===== config.mk =====
export PLATFORM = sky130hd
export DESIGN_NAME = videogen_timing_controller
export DESIGN_NICKNAME = d
export VERILOG_FILES = /design/src/rtl/videogen_timing_controller.sv
export SDC_FILE = /design/constraint.sdc
export NUM_CORES = 1
export LEC_CHECK = 0
export BUFFER_PORTS_ARGS = -buffer_cell sky130_fd_sc_hd__buf_2
export CELL_PAD_IN_SITES_DETAIL_PLACEMENT = 1
export CELL_PAD_IN_SITES_GLOBAL_PLACEMENT = 1
export CORE_ASPECT_RATIO = 1.5
export CORE_MARGIN = 2
export CORE_UTILIZATION = 39
export CTS_CLUSTER_SIZE = 40
export DETAILED_ROUTE_END_ITERATION = 8
export PLACE_DENSITY = 0.84
export REMOVE_ABC_BUFFERS = 1
export SLEW_MARGIN = 25
export SYNTH_ARGS = -nofsm -noshare
export SYNTH_HDL_FRONTEND = slang
export SYNTH_SLANG_ARGS = --single-unit

===== constraint.sdc =====
create_clock -name CLK_6MD -period 3.3 [get_ports CLK_6MD]
set_input_delay 0.33 -clock CLK_6MD [delete_from_list [all_inputs] [get_ports CLK_6MD]]
set_output_delay 0.33 -clock CLK_6MD [all_outputs]
set_load 0.02 [all_outputs]

===== src/rtl/videogen_timing_controller.sv =====
// Video timing sequencer: H/V counters, blanking, delayed composite sync, index-latch clear and tear-free bank switch.
// Optional VIDEOGEN_TIMING_TEST_PATTERN_EN adds pattern_en, which replaces D with a counter-derived bar pattern.
module videogen_timing_controller #(
    parameter int H_TOTAL      = 384,
    parameter int H_ACTIVE     = 288,
    parameter int H_SYNC_START = 304,
    parameter int H_SYNC_WIDTH = 32,
    parameter int V_TOTAL      = 264,
    parameter int V_ACTIVE     = 224,
    parameter int V_SYNC_START = 240,
    parameter int V_SYNC_WIDTH = 3,
    parameter int PIPE_DELAY   = 2
) (
    input  logic       CLK_6MD,
    input  logic       reset,
    input  logic       enable,
    input  logic       bank_in,
    input  logic [7:0] pix_in,
`ifdef VIDEOGEN_TIMING_TEST_PATTERN_EN
    input  logic       pattern_en,
`endif
    output logic [7:0] D,
    output logic       nCLR,
    output logic       BANK,
    output logic [8:0] HCOUNT,
    output logic [8:0] VCOUNT,
    output logic       HBLANK,
    output logic       VBLANK,
    output logic       SYNC,
    output logic       VBLANK_IRQ
);

    localparam logic [8:0] H_LAST   = 9'(H_TOTAL - 1);
    localparam logic [8:0] V_LAST   = 9'(V_TOTAL - 1);
    localparam logic [8:0] H_ACT    = 9'(H_ACTIVE);
    localparam logic [8:0] V_ACT    = 9'(V_ACTIVE);
    localparam logic [8:0] HS_START = 9'(H_SYNC_START);
    localparam logic [8:0] HS_END   = 9'(H_SYNC_START + H_SYNC_WIDTH);
    localparam logic [8:0] VS_START = 9'(V_SYNC_START);
    localparam logic [8:0] VS_END   = 9'(V_SYNC_START + V_SYNC_WIDTH);

    logic [8:0]            h_cnt;
    logic [8:0]            v_cnt;
    logic [8:0]            h_next;
    logic [8:0]            v_next;
    logic                  h_wrap;
    logic                  vblank_start;
    logic                  hblank_q;
    logic                  vblank_q;
    logic                  hsync_raw;
    logic                  vsync_raw;
    logic                  sync_comp;
    logic                  nclr_q;
    logic                  bank_q;
    logic                  irq_q;
    logic [7:0]            d_q;
    logic [7:0]            d_next;
    logic [PIPE_DELAY-1:0] sync_pipe;

    // Flags are registered from the next counter values so they line up with the counts they describe.
    always_comb begin
        h_wrap = (h_cnt == H_LAST);
        h_next = h_wrap ? 9'd0 : h_cnt + 9'd1;
        v_next = v_cnt;
        if (h_wrap) begin
            v_next = (v_cnt == V_LAST) ? 9'd0 : v_cnt + 9'd1;
        end
        vblank_start = (h_next == 9'd0) && (v_next == V_ACT);
        // Serration falls out of the XOR: during vsync lines the hsync pulse flips polarity.
        sync_comp = ~(hsync_raw ^ vsync_raw);
    end

    always_comb begin
`ifdef VIDEOGEN_TIMING_TEST_PATTERN_EN
        d_next = pattern_en ? {h_cnt[8:5], v_cnt[7:4]} : pix_in;
`else
        d_next = pix_in;
`endif
    end

    always_ff @(posedge CLK_6MD) begin
        if (reset) begin
            h_cnt     <= 9'd0;
            v_cnt     <= 9'd0;
            hblank_q  <= 1'b0;
            vblank_q  <= 1'b0;
            hsync_raw <= 1'b0;
            vsync_raw <= 1'b0;
            nclr_q    <= 1'b0;
            bank_q    <= 1'b0;
            irq_q     <= 1'b0;
            d_q       <= 8'd0;
            sync_pipe <= '1;
        end else if (enable) begin
            h_cnt     <= h_next;
            v_cnt     <= v_next;
            hblank_q  <= (h_next >= H_ACT);
            vblank_q  <= (v_next >= V_ACT);
            hsync_raw <= (h_next >= HS_START) && (h_next < HS_END);
            vsync_raw <= (v_next >= VS_START) && (v_next < VS_END);
            nclr_q    <= ~((h_next >= H_ACT) | (v_next >= V_ACT));
            irq_q     <= vblank_start;
            if (vblank_start) begin
                bank_q <= bank_in;
            end
            d_q          <= d_next;
            sync_pipe[0] <= sync_comp;
            for (int i = 1; i < PIPE_DELAY; i++) begin
                sync_pipe[i] <= sync_pipe[i-1];
            end
        end
    end

    assign HCOUNT     = h_cnt;
    assign VCOUNT     = v_cnt;
    assign HBLANK     = hblank_q;
    assign VBLANK     = vblank_q;
    assign nCLR       = nclr_q;
    assign BANK       = bank_q;
    assign VBLANK_IRQ = irq_q;
    assign D          = d_q;
    assign SYNC       = sync_pipe[PIPE_DELAY-1];

endmodule


# Word level (Yosys, flattened, before mapping)
# Index checks and enable logic that the tools add are counted.
[op_classes]
n_addsub = 2
n_lt_le_gt_ge = 6
n_eq_ne = 3
muxes = 3
bitwise_logic = 4
n_reduce_logical = 5
[ops]
columns = ["operator", "count"]
rows = [
  ["$mux 9", 3],
  ["$add 9x1->9 const B", 2],
  ["$eq 9x9->1 const B", 2],
  ["$ge 9x8->1 const B", 2],
  ["$ge 9x9->1 const B", 2],
  ["$eq 9x8->1 const B", 1],
  ["$logic_not 9->1", 1],
  ["$lt 9x8->1 const B", 1],
  ["$lt 9x9->1 const B", 1],
  ["$logic_and 1x1->1", 3],
  ["$not 1->1", 2],
  ["$reduce_and 2->1", 1],
  ["$or 1x1->1", 1],
  ["$xor 1x1->1", 1],
]
[word_totals]
register_bits = 35
inputBits = 12
out_inout_bits = 32
word_cells = 34

# Longest topological paths before layout
[depth]
word_depth = 6
mapped_depth = 10
ltp_nobuf = 8

# Worst setup path after synthesis
# OpenSTA, ideal clock, no wires.
[synth_path]
path_type = "register -> register"
from = "register h_cnt[0], in the netlist HCOUNT[0]"
to = "register vsync_raw"
setup_time_ns = 0.070
arrival_time_ns = 2.835
t_required_ns = 3.230
setup_slack_ns = 0.395
path_stages_with_launch = 10
n_path_buf = 1
synth_period_minus_slack_ns = 2.905
path_cell_list = "dfxtp_1 ha_1 nand3_2 or3_1 buf_2 o31ai_2 nand3_1 or4_1 or4_1 a21oi_1"
[synth_via]
elab_chain_cells = 4
word_cells_on_any_way = 5
classes_between = "order compare (2); eq/ne (1); mux (1); reduce/logical (1)"
[synth_lines]
columns = ["item", "line", "source"]
rows = [
  ["start, declared", "42", "logic [8:0] h_cnt;"],
  ["start signal, assigned", "95", "h_cnt <= h_next;"],
  ["$eq 9x9->1 *", "62", "h_wrap = (h_cnt == H_LAST);"],
  ["$mux 9 *", "65", "if (h_wrap) begin"],
  ["$ge 9x8->1 / $lt 9x8->1 (equally long branches)", "100", "vsync_raw <= (v_next >= VS_START) && (v_next < VS_END);"],
  ["$logic_and 1x1->1 *", "100", ""],
  ["end signal, assigned", "100", ""],
  ["end, declared", "51", "logic vsync_raw;"],
]
# Mark *: on every way between the ends. The rest lies on a longest branch, timed or not.
# A chain may end at the register's enable or synchronous reset.

# Worst setup path in the final report
# Ends and elaborated chain as after synthesis.

==> metrics.txt <==
Crit Path Category flip-flop to flip-flop; Hold Crit Start pix_in[1]; Die Area 5600 sq um; initial antenna violation count 0; Die Wd 61.8 microns; crit start category flip-flop; post-synthesis sequential area ratio 35.9%; post-placement cell count 334; clock latency on the worst-skew pair approximately 300 ps; first-pass GRT wire length 9100 microns; clk root buf clkbuf_8; met2 wire length 2810 microns; Die Y 90.6 microns; CP required 3530 ps; metal3 WL 201 microns; Core Area slightly below 5000 sq um; cell family with most CP delay simple AND/OR/NAND/NOR gates; placer congestion estimate 0.911; DP Area 2200 sq um; Ports between 40 and 50; Post-synth EDFFs 0; Total GRT Usage 21.2%; commonest non-fill, non-tap cells in the layout buf_2 (43), nor2_1 (37), dfxtp_1 (35); CTS clk-pin slew, worst paths ~80 ps; Setup crit end kind flip-flop; initial core utilization 40.6%; fin util 47.5%; relative slew slack 56.3%; max cap viols 0; dominant synthesized flop cell dfxtp_1; clock sink count 35; CP max stage cell or4_1; Fin Setup TNS 0 ps; startpoint of the worst register-to-register path HCOUNT[0]; Post-Route WL 5350 microns; Hold Path Depth 3; largest net degree at the start of global routing 36; Cell Rows 31; DRT antenna net count 0; Avg Inst Size Synth 8.27 sq um; RSZ-0062 raised after global routing no; setup bufs post-CTS 0; synth unique cells 48; wl on met1 2190 microns; skew final 7.97 ps; Critical Path Max Stage Delay 530 ps; PostCTS Resize Cnt 0; synthesized area 1950 sq um; Routed WL per cell about 16 microns; clk buf depth 2; Period Utilization, post-route between 90 and 100%; Slew Viols, Final 0; r2r setup slk approximately 330 ps; Area growth syn-to-layout 17.1%; Port Buf Inserts 43; nets 290; YS warnings 0; Fin Hold WS around 270 ps; Buf/Inv on CP 0; drt via density about 5.6; R2R cell count 8; Tmin final 2970 ps; Final setup viols 0; worst slew pin tran 655 ps; HP Class primary input to flip-flop; vias in the first global route roughly 1900; IR drop worst, VDD about 0.23 mV; CTS tree yes; post-synthesis sequential element count 35; ant diodes 0; CP most frequent cell or4_1; Final Non-Filler Cells 342; Post-synth ARST share 0%; total number of vias about 1900; Fin. Hold Viols 0; total CTS buffers 5; Peak Freq 0.336 GHz; dpl hpwl 3900 microns; Post-Synthesis Cells 236; final std cell area, no fill approximately 2300 sq um; Worst Path Arrival around 3200 ps; Pre-antenna DRT Iters 4; Pwr per Cell Area ~360 nW/um^2; Starting DRT DRC Count around 120; CP Cell Sequence ha_1, nand3_2, or3_1, o31ai_2, nand3_1, or4_1, or4_1, a21oi_1; r2r endpoint vsync_raw; status finished clean; H-tree Lvls 2; WHS Endpoint D[1]; most common cell after layout, fill and taps aside buf_2; share of post-route cells with drive strength above 1 22.8%; top layer in use met4; Lkg Pwr 0.000919 uW; total gr overflow 0; count of hold-fix buffers inserted at cts 0; crit-path max FO 9; DRC 0
metrics by stage:
stage	total power, uW	worst slack, ps
floorplan	488	294
global placement	522	445
detailed placement	525	345
CTS	842	318
global route	874	86.0
finish	833	325
how the worst max path moves through the flow:
stage,startpoint,end,cells after the start
finish,HCOUNT[0],vsync_raw,8
floorplan,HCOUNT[0],vsync_raw,8
global placement,HCOUNT[0],vsync_raw,8
detailed placement,HCOUNT[0],vsync_raw,8
global route,HCOUNT[0],BANK,9
CTS,HCOUNT[0],vsync_raw,8
per-layer routing:
layer,vias up,GRT usage [%]
met5,-,0
met4,0,9.93
met3,14,5.59
met2,43,35.0
met1,926,24.3
li1,925,-
cell type report:
type                            count  area (sq um)
Clock inverter                      3          20.0
Tap cell                           66          82.6
Inverter                            2          7.51
Multi-Input combinational cell    184          1160
Timing Repair Buffer               47           245
Sequential cell                    35           701
Clock buffer                        5          68.8
Fill cell                         640          2520
cell usage after synthesis, types with 3 or more instances:
cell	instances	share of area, %
nor2_1	37	7.1
a21oi_1	15	3.8
xor2_1	7	3.1
buf_4	3	1.2
xnor2_1	4	1.8
nand3_1	8	2.1
and3_1	3	0.96
and2_1	3	0.96
nand3b_1	4	1.5
or3_1	6	1.9
nand4_1	3	0.96
ha_1	3	1.9
clkbuf_1	7	1.3
nor2b_1	3	0.96
o21ai_0	13	3.3
dfxtp_1	35	36
nor4_1	3	0.96
a211oi_1	5	1.9
nor3_1	6	1.5
nand2_1	18	3.5
mux2i_1	14	7.2
flip-flops by register name (all words and copies together), names as in the netlist:
name and count:
HBLANK 1, HCOUNT 9, VBLANK 1, nCLR 1, hsync_raw 1, vsync_raw 1
sync_pipe 2, VBLANK_IRQ 1, D 8, BANK 1, VCOUNT 9
power by group:
group          leakage (uW)  internal (uW)  total, uW  switching, uW
combinational      0.000593           26.9       71.1           44.2
clock             0.0000402            147        319            172
sequential         0.000285            434        443           9.56
worst reg2reg max path: cells and delay by family (launching register included):
| kind | cells | cell delay [ps] |
|---|---|---|
| compound gates | 2 | 380 |
| simple gates | 5 | 1770 |
| fa+ha+maj | 1 | 280 |
| flops | 1 | 470 |
kinds of logic (layout without fill, tap and decap cells):
group / Yosys count / count (layout) / synth area share [%]
buffers and inverters: 17 / 57 / 4.68
adders and majority gates: 3 / 3 / 1.92
AOI/OAI and AO/OA: 49 / 49 / 16.2
and+or+nand+nor: 106 / 106 / 28.6
DFF: 35 / 35 / 35.9
xor gates and xnor gates: 11 / 11 / 4.94
muxes: 15 / 15 / 7.76
Power figures use the tool's default switching activity.
